## src/rtl/seg_share_if.sv

```systemverilog
// Bundle between the requesters, the shared 7-segment decoder and seg_share_ctrl.
// The controller takes the slave side; the requesters and the decoder take the master side.
interface seg_share_if #(
  parameter int NUM_DIGITS = 4
);
  logic [NUM_DIGITS-1:0]   req;
  logic [5*NUM_DIGITS-1:0] val;
  logic [NUM_DIGITS-1:0]   ack;
  logic [4:0]              dec_out;
  logic [6:0]              seven_in;
  logic [7*NUM_DIGITS-1:0] hex;
  logic                    busy;

  modport master (output req, val, seven_in, input ack, dec_out, hex, busy);
  modport slave  (input req, val, seven_in, output ack, dec_out, hex, busy);
endinterface

```

## src/rtl/seg_share_ctrl.sv

```systemverilog
// Round-robin sequencer sharing one 7-segment decoder among NUM_DIGITS requesters.
// Each service takes three cycles: grant, decoder settle, capture + ack.

module seg_digit #(
  parameter logic [6:0] BLANK = 7'b1111111
) (
  input  logic       clk,
  input  logic       rst_n,
  input  logic       wr,
  input  logic [6:0] d,
  output logic [6:0] q
);
  always_ff @(posedge clk or negedge rst_n)
    if (!rst_n)  q <= BLANK;
    else if (wr) q <= d;
endmodule

module seg_share_ctrl #(
  parameter int         NUM_DIGITS = 4,
  parameter logic [6:0] BLANK      = 7'b1111111
) (
  input  logic     clk,
  input  logic     rst_n,
  seg_share_if.slave bus
);
  localparam int IDX_W = (NUM_DIGITS > 1) ? $clog2(NUM_DIGITS) : 1;

  typedef enum logic [1:0] {IDLE, ISSUE, CAPTURE} state_t;

  state_t                        state, state_nxt;
  logic [IDX_W-1:0]              g, last, win;
  logic                          blank_q;
  logic [4:0]                    dec_q;
  logic [NUM_DIGITS-1:0]         ack_q, elig, wr;
  logic                          any_elig;
  logic [6:0]                    cap_d;
  logic [NUM_DIGITS-1:0][4:0]    val_a;
  logic [NUM_DIGITS-1:0][6:0]    hex_a;

  assign val_a = bus.val;
  // A requester in its ack cycle is masked so it cannot be re-granted back-to-back.
  assign elig  = bus.req & ~ack_q;

  always_comb begin
    win      = '0;
    any_elig = 1'b0;
    for (int k = 1; k <= NUM_DIGITS; k++) begin
      if (!any_elig && elig[(int'(last) + k) % NUM_DIGITS]) begin
        win      = IDX_W'((int'(last) + k) % NUM_DIGITS);
        any_elig = 1'b1;
      end
    end
  end

  always_ff @(posedge clk or negedge rst_n)
    if (!rst_n) state <= IDLE;
    else        state <= state_nxt;

  always_comb begin
    state_nxt = state;
    case (state)
      IDLE:    if (any_elig) state_nxt = ISSUE;
      ISSUE:   state_nxt = CAPTURE;
      CAPTURE: state_nxt = IDLE;
      default: state_nxt = IDLE;
    endcase
  end

  always_ff @(posedge clk or negedge rst_n)
    if (!rst_n) begin
      g       <= '0;
      blank_q <= 1'b0;
      last    <= IDX_W'(NUM_DIGITS - 1);
      dec_q   <= '0;
      ack_q   <= '0;
    end else begin
      ack_q <= '0;
      case (state)
        IDLE: if (any_elig) begin
          g       <= win;
          blank_q <= val_a[win][4];
          // Bit 4 never reaches the decoder; out-of-range codes are blanked at capture.
          dec_q   <= {1'b0, val_a[win][3:0]};
        end
        CAPTURE: begin
          ack_q[g] <= 1'b1;
          last     <= g;
        end
        default: ;
      endcase
    end

  assign cap_d = blank_q ? BLANK : bus.seven_in;

  for (genvar i = 0; i < NUM_DIGITS; i++) begin : g_digit
    assign wr[i] = (state == CAPTURE) && (g == IDX_W'(i));
    seg_digit #(.BLANK(BLANK)) u_digit (
      .clk   (clk),
      .rst_n (rst_n),
      .wr    (wr[i]),
      .d     (cap_d),
      .q     (hex_a[i])
    );
  end

  assign bus.hex     = hex_a;
  assign bus.ack     = ack_q;
  assign bus.dec_out = dec_q;
  assign bus.busy    = (state != IDLE);
endmodule

```

## src/flat_wrapper.sv

```systemverilog
// flat-port wrapper written by rule: the top's interface ports become plain ports
module seg_share_ctrl_flat 
#(
  parameter int         NUM_DIGITS = 4,
  parameter logic [6:0] BLANK      = 7'b1111111
)
  (clk, rst_n, bus_req, bus_val, bus_seven_in, bus_ack, bus_dec_out, bus_hex, bus_busy);
  seg_share_if #(.NUM_DIGITS(NUM_DIGITS)) bus_i ();
  input  logic clk;
  input  logic rst_n;
  input wire logic [$bits(bus_i.req)-1:0] bus_req;
  input wire logic [$bits(bus_i.val)-1:0] bus_val;
  input wire logic [$bits(bus_i.seven_in)-1:0] bus_seven_in;
  output wire logic [$bits(bus_i.ack)-1:0] bus_ack;
  output wire logic [$bits(bus_i.dec_out)-1:0] bus_dec_out;
  output wire logic [$bits(bus_i.hex)-1:0] bus_hex;
  output wire logic [$bits(bus_i.busy)-1:0] bus_busy;
  assign bus_i.req = bus_req;
  assign bus_i.val = bus_val;
  assign bus_i.seven_in = bus_seven_in;
  assign bus_ack = bus_i.ack;
  assign bus_dec_out = bus_i.dec_out;
  assign bus_hex = bus_i.hex;
  assign bus_busy = bus_i.busy;
  seg_share_ctrl #(.NUM_DIGITS(NUM_DIGITS), .BLANK(BLANK)) u_core (.clk(clk), .rst_n(rst_n), .bus(bus_i));
endmodule
```

## config.mk

```make
export PLATFORM = sky130hd
export DESIGN_NAME = seg_share_ctrl_flat
export DESIGN_NICKNAME = d
export VERILOG_FILES = /design/src/rtl/seg_share_if.sv /design/src/rtl/seg_share_ctrl.sv /design/src/flat_wrapper.sv
export SDC_FILE = /design/constraint.sdc
export NUM_CORES = 1
export LEC_CHECK = 0
export ABC_AREA = 1
export ABC_CLOCK_PERIOD_IN_PS = 1800
export BUFFER_PORTS_ARGS = -buffer_cell sky130_fd_sc_hd__buf_4
export CAP_MARGIN = 20
export CELL_PAD_IN_SITES_DETAIL_PLACEMENT = 1
export CELL_PAD_IN_SITES_GLOBAL_PLACEMENT = 1
export CORE_ASPECT_RATIO = 0.5
export CORE_UTILIZATION = 34
export CTS_CLUSTER_DIAMETER = 60
export DETAILED_ROUTE_END_ITERATION = 12
export PLACE_DENSITY_LB_ADDON = 0.1
export RECOVER_POWER = 100
export SLEW_MARGIN = 30
export SYNTH_ARGS = -nofsm -noshare
export SYNTH_HDL_FRONTEND = slang
export SYNTH_SLANG_ARGS = --single-unit
```

## constraint.sdc

```tcl
create_clock -name clk -period 1.8 [get_ports clk]
set_input_delay 0.27 -clock clk [delete_from_list [all_inputs] [get_ports clk]]
set_output_delay 0.27 -clock clk [all_outputs]
set_load 0.02 [all_outputs]
```

==> impl_metrics.json, run 1 <==
{
  "core_sq_mm": 0.006181,
  "wl_per_cell_um": 14.56,
  "ios": 71,
  "path_delay_family": "simple AND/OR/NAND/NOR gates",
  "n_antenna_cell": 0,
  "setup_viol": 7,
  "required_ns": 1.98,
  "portBuffers": 69,
  "fin_ws_ns": -0.1974,
  "max_slew_margin_pct": 29.62,
  "dp_hpwl_um": 4388,
  "clkLatencyLatePin_ns": 0.28,
  "power_mw": 7.187,
  "numCtsBuffers": 5,
  "die_width_um": 116.0,
  "cp_common_cell": "nand2_1",
  "h-tree-depth": 2,
  "post_dp_cell_area_sq_mm": 0.002963,
  "status": "finished with violations",
  "period_share_pct": 111.0,
  "fmax_mhz": 500.6,
  "critPathLaunchType": "flip-flop",
  "clk_pin_slew_ns": 0.06,
  "grt-ovfl-total": 0,
  "layout-drive-gt1-share_pct": 63.61,
  "whs_ns": 0.2590,
  "die_area_sq_mm": 0.006845,
  "wl_met3_um": 309,
  "arrival_ns": 2.17,
  "cts_tree": "built",
  "cap_violations": 0,
  "violations": "setup timing",
  "cp_max_fo": 6,
  "design_area_sq_mm": 0.003284,
  "grt_max_degree": 44,
  "vias_per_cell": 4.636,
  "dpl.cell_count": 399,
  "cp_slowest_stage_delay_ns": 0.59,
  "ant_nets": 0,
  "clockRootBuffer": "clkbuf_16",
  "antenna_found_initial": 0,
  "final-seq-area_sq_mm": 0.001114,
  "fin_crit_ns": 1.997,
  "syn_area_sq_mm": 0.002210,
  "routed_wl_um": 6041,
  "syn2layout_area_growth_pct": 48.64,
  "p_leak_nw": 1.581,
  "synth_cell_type_count": 23,
  "fin_nets": 359,
  "hold_path.class": "in -> reg",
  "first_pass_iters": 4,
  "start_util_pct": 35.75,
  "power.density_mw_per_mm2": 2188,
  "clk_path_buf_depth": 2,
  "drc": 0,
  "first_global_vias": 2021,
  "wl_met1_um": 2894,
  "rsz0062_at_grt": "yes",
  "multiInputGateArea_sq_mm": 0.001082,
  "rows": 20,
  "routabilityCongestion": 0.7487,
  "yosys_warnings": 0,
  "peakVddDrop_uv": 955.1,
  "layout.cells.non_filler": 415,
  "highest_layer": "met4",
  "clock_skew_ns": 0.003991,
  "dp_slack_ns": -0.2878,
  "finalHoldViolations": 0,
  "tns_ns": -1.020,
  "cp_slowest_cell": "dfstp_2",
  "dr.first_iter.drc_count": 55,
  "syn_area_per_cell_sq_um": 9.821,
  "cp_num_buf_inv": 3,
  "fillers": 718,
  "syn_inst": 225,
  "routed-via-count": 1924,
  "drv_slew": 0,
  "grtUsageTotal_pct": 18.96,
  "critical_path_class": "reg -> reg",
  "worst_pin_slew_ns": 1.056,
  "grt_pass1_wl_um": 9839,
  "synth_fp_nets": 258,
  "seq_area_frac_synth_pct": 50.40,
  "final_util_pct": 53.14,
  "wl_met2_um": 2799,
  "crit_chain": "buf_4 > nand3_2 > nand3_2 > nand2_2 > buf_4 > and2_1 > nand2_1 > nand2_4 > buf_4 > nand3_2 > nand2_1 > nand2_1 > nand2_1",
  "die_y_um": 59.01,
  "cts_sinks": 43,
  "ys_seq_elements": 43,
  "crit_path_end_kind": "flip-flop"
}
## final cells by class
class | instances | share of cell area (%)
Multi-Input combinational cell | 151 | 32.95
Clock inverter | 2 | 0.4571
Clock buffer | 6 | 4.229
Inverter | 29 | 3.467
Tap cell | 88 | 3.352
Timing Repair Buffer | 96 | 21.64
Sequential cell | 43 | 33.90
## worst paths after layout
kind	start	end	slack [ns]	cells past startpoint
min in group asynchronous	rst_n	u_core.state[0]	0.73	2
worst min-delay path	bus_val[18]	u_core.bus.dec_out[3]	0.26	3
worst max register to register	u_core.last[0]	u_core.bus.dec_out[1]	-0.20	13
max in group asynchronous	rst_n	u_core.bus.ack[2]	0.42	2
worst min register to register	u_core.state[1]	u_core.state[1]	0.43	1
worst max-delay path	u_core.last[0]	u_core.bus.dec_out[1]	-0.20	13
## tightest hold or removal path: stages
cell and delay, ns:
buf_4 0.08, o211ai_1 0.09, nand3_1 0.07
## logic make-up after synthesis
| logic type | count (synthesis) | synth area share [%] |
|---|---|---|
| AO/OA/AOI/OAI | 7 | 2.322 |
| multiplexers | 28 | 14.27 |
| other | 1 | 0.1697 |
| flip-flops | 43 | 50.40 |
| buffers and inverters | 32 | 6.512 |
| AND/OR/NAND/NOR | 114 | 26.33 |
## metal layers
layer / track usage (%) / vias up
li1: - / 935
met4: 3.846 / 0
met3: 4.294 / 5
met2: 31.21 / 41
met5: 0 / -
met1: 25.94 / 943
## synth_stat cells
cell type  instances  area share [%]
dfstp_2           30              36
nand3_1           32             7.2
nand4_4            1            0.96
inv_6              1            0.40
inv_1             25             4.2
o21ai_4            1            0.74
buf_6              2             1.0
nand2_4            2             1.0
and2_1             1            0.28
or2_2              7             2.0
nand3_2            4             1.8
nand2_1           49             8.3
buf_4              1            0.34
nand2_2            8             2.3
nor4_2             1            0.57
conb_1             1            0.17
o21ai_0            4            0.91
nor2_2             3            0.85
mux2_2            28              14
dfrtp_1           13              15
nor2_1             6             1.0
inv_2              3            0.51
o211ai_1           2            0.68
## report_power, final
part / switching, mW / total, mW / internal (mW)
combinational: 2.41 / 4.26 / 1.84
clock: 0.372 / 0.927 / 0.555
sequential: 0.323 / 2.00 / 1.68
## sequential cells by signal (all words and copies together) (netlist names)
signal	flops
u_core.blank_q	1
u_core.bus.ack	4
u_core.bus.dec_out	4
u_core.g	2
u_core.g_digit.u_digit.q	28
u_core.last	2
u_core.state	2
## layout by cell type (no fill, tap or decap)
cell type	n
buf_4	87
nand2_1	40
dfstp_2	30
mux2_2	28
inv_1	25
nand3_1	23
nand2_2	13
dfrtp_1	13
nand3_2	10
or2_2	7
nand2_4	6
nor2_1	5
clkbuf_16	5
nor2_2	4
nand3_4	4
clkbuf_1	4
inv_2	3
o21ai_0	3
clkinv_4	2
o211ai_1	2
buf_6	2
nor4_2	1
o21ai_4	1
nand4_4	1
o21ai_1	1
and2_1	1
conb_1	1
clkbuf_8	1
inv_4	1
buf_2	1
dlygate4sd3_1	1
clkbuf_2	1
## timing repair
item	in CTS	in global routing
pin swaps	5	4
hold endpoints to repair	13	0
cloned	2	0
hold buffers	1	0
setup endpoints to repair	8	8
setup buffers	3	2
resized for setup	19	11
(Power assumes the default switching activity.)
==> run 2, diff against run 1 <==
- ABC_CLOCK_PERIOD_IN_PS: 1800 -> 1900
- CORE_UTILIZATION: 34 -> 38
- clock period: 1.8 -> 1.9 ns (I/O delays scaled with it)
==> run 2 against run 1 <==
Effect of this change:
- first-iteration DRC count is 120% higher
- critical endpoint is now u_core.blank_q
- global-route usage is 3.3 points higher
- critical path depth stayed put
- critical path type unchanged
- die area is 10% lower
- sequential power is 5% lower
- the flow still finishes with violations (setup timing)
- register-to-register slack worse by 0.11 ns
==> impl_metrics.json, run 2 (synthesis gave the netlist of run 1 again) <==
{
  "h-tree-depth": 2,
  "layout.cells.non_filler": 388,
  "drc": 0,
  "clock_skew_ns": 0.006552,
  "cap_violations": 0,
  "p_leak_nw": 1.407,
  "cp_slowest_stage_delay_ns": 0.63,
  "clkLatencyLatePin_ns": 0.28,
  "cp_max_fo": 8,
  "layout-drive-gt1-share_pct": 51.75,
  "core_sq_mm": 0.005539,
  "grt-ovfl-total": 0,
  "rsz0062_at_grt": "yes",
  "rr_worst_depth": 13,
  "n_antenna_cell": 0,
  "max_slew_margin_pct": 29.99,
  "cts_sinks": 43,
  "fin_ws_ns": -0.3116,
  "die_y_um": 55.92,
  "vias_per_cell": 4.920,
  "final_util_pct": 56.09,
  "numCtsBuffers": 5,
  "power_mw": 6.668,
  "grt_pass1_wl_um": 10170,
  "start_util_pct": 39.89,
  "violations": "setup timing",
  "routabilityCongestion": 0.7776,
  "clockRootBuffer": "clkbuf_16",
  "antenna_found_initial": 0,
  "required_ns": 2.06,
  "ios": 71,
  "cp_slowest_cell": "dfstp_2",
  "mostFrequentLayoutCells": "40 x clkbuf_1, 39 x nand2_1, 39 x buf_4",
  "min_path_cells": 3,
  "clk_path_buf_depth": 2,
  "period_share_pct": 116.4,
  "routed-via-count": 1909,
  "fin_nets": 347,
  "fmax_mhz": 452.2,
  "first_global_vias": 2003,
  "dpl.cell_count": 374,
  "die_area_sq_mm": 0.006142,
  "cts_tree": "built",
  "grt_max_degree": 44,
  "drv_slew": 0,
  "layout_commonest_cell": "clkbuf_1",
  "clk_pin_slew_ns": 0.06,
  "rows": 19,
  "regMostFlops": "u_core.g_digit.u_digit.q",
  "critical_path_class": "reg -> reg",
  "largest_reg_flops": 28,
  "wl_per_cell_um": 16.84,
  "first_pass_iters": 4,
  "portBuffers": 69,
  "finalHoldViolations": 0,
  "die_width_um": 109.8,
  "setup_viol": 7,
  "arrival_ns": 2.38,
  "hold_path.class": "in -> reg",
  "critPathLaunchType": "flip-flop",
  "grtUsageTotal_pct": 22.22,
  "worst_pin_slew_ns": 1.050,
  "crit_chain": "clkinv_4 > nand2_4 > nand2_4 > nand2_1 > nand2_1 > o21ai_0 > nand2_2 > nand2_4 > inv_2 > nand3_1 > nand2_1 > nand2_1 > nand2_1",
  "power.density_mw_per_mm2": 2146,
  "fin_crit_ns": 2.212,
  "dr.first_iter.drc_count": 123,
  "whs_ns": 0.2813,
  "syn2layout_area_growth_pct": 40.60,
  "status": "finished with violations",
  "peakVddDrop_uv": 827.7,
  "cp_common_cell": "nand2_1",
  "crit_path_end_kind": "flip-flop",
  "dp_hpwl_um": 4436,
  "ant_nets": 0,
  "routed_wl_um": 6532
}
## run 2: changes by cell type in the layout (fill, tap and decap cells not counted), moves of 2 or more
| cell | change |
|---|---|
| buf_12 | +2 |
| buf_4 | -48 |
| clkbuf_1 | +36 |
| nand2_2 | +2 |
| nand3_1 | -4 |
| nand3_4 | +2 |
## run 2: critical path, delay by kind of cell, from the launching register on
family          cells  cell delay [ns]
simple gates       10             0.96
compound gates      1             0.27
flops               1             0.63
buf+inv             2             0.22
## run 2: cell type report
class	instances	area, sq um
inverters	29	113.9
repair buffers	85	528.0
multi-input cells	150	1099
well taps	73	91.34
clock inverters	1	7.507
clock buffers	7	153.9
flip-flops and latches	43	1114
fillers	663	2432
## run 2: worst paths after layout
| check | from | slack (ns) | endpoint |
|---|---|---|---|
| worst max-delay path | u_core.last[0] | -0.31 | u_core.blank_q |
| worst min-delay path | bus_val[8] | 0.28 | u_core.bus.dec_out[3] |
| worst max register to register | u_core.last[0] | -0.31 | u_core.blank_q |
| worst min register to register | u_core.state[1] | 0.43 | u_core.state[1] |
| max in group asynchronous | rst_n | 0.53 | u_core.bus.ack[2] |
| min in group asynchronous | rst_n | 0.72 | u_core.bus.dec_out[3] |
## run 2: what timing repair did
action	in CTS	in global routing
pin swaps	0	11
endpoints found under the setup margin	7	21
endpoints found under the hold margin	1	0
resized for setup	7	32
setup buffers	1	4
hold buffers	1	0
## run 2: stage by stage
step | cell area, sq um | setup WS, ns | TNS, ns
final | 3107 | -0.3116 | -1.245
after global routing | 3107 | -0.4118 | -2.903
after CTS | 3090 | -0.07889 | -0.1756
after detailed placement | 2877 | -0.1241 | -0.4620
after global placement | 2877 | -0.03544 | -0.04767
after floorplan | 2210 | 0.08856 | 0
## run 2: routing by layer
metal | track usage (%) | wire (um) | vias to the layer above
met5 | 0 | 0 | -
met4 | 5.333 | 91 | 0
met3 | 5.504 | 270 | 11
met2 | 36.52 | 3337 | 44
met1 | 29.50 | 2833 | 942
li1 | - | - | 912
## run 2: where the power goes
group          internal, mW  total, mW  switching (mW)
combinational          1.48       3.85            2.37
sequential             1.59       1.91           0.325
clock                 0.567      0.905           0.338
total                  3.63       6.67            3.03
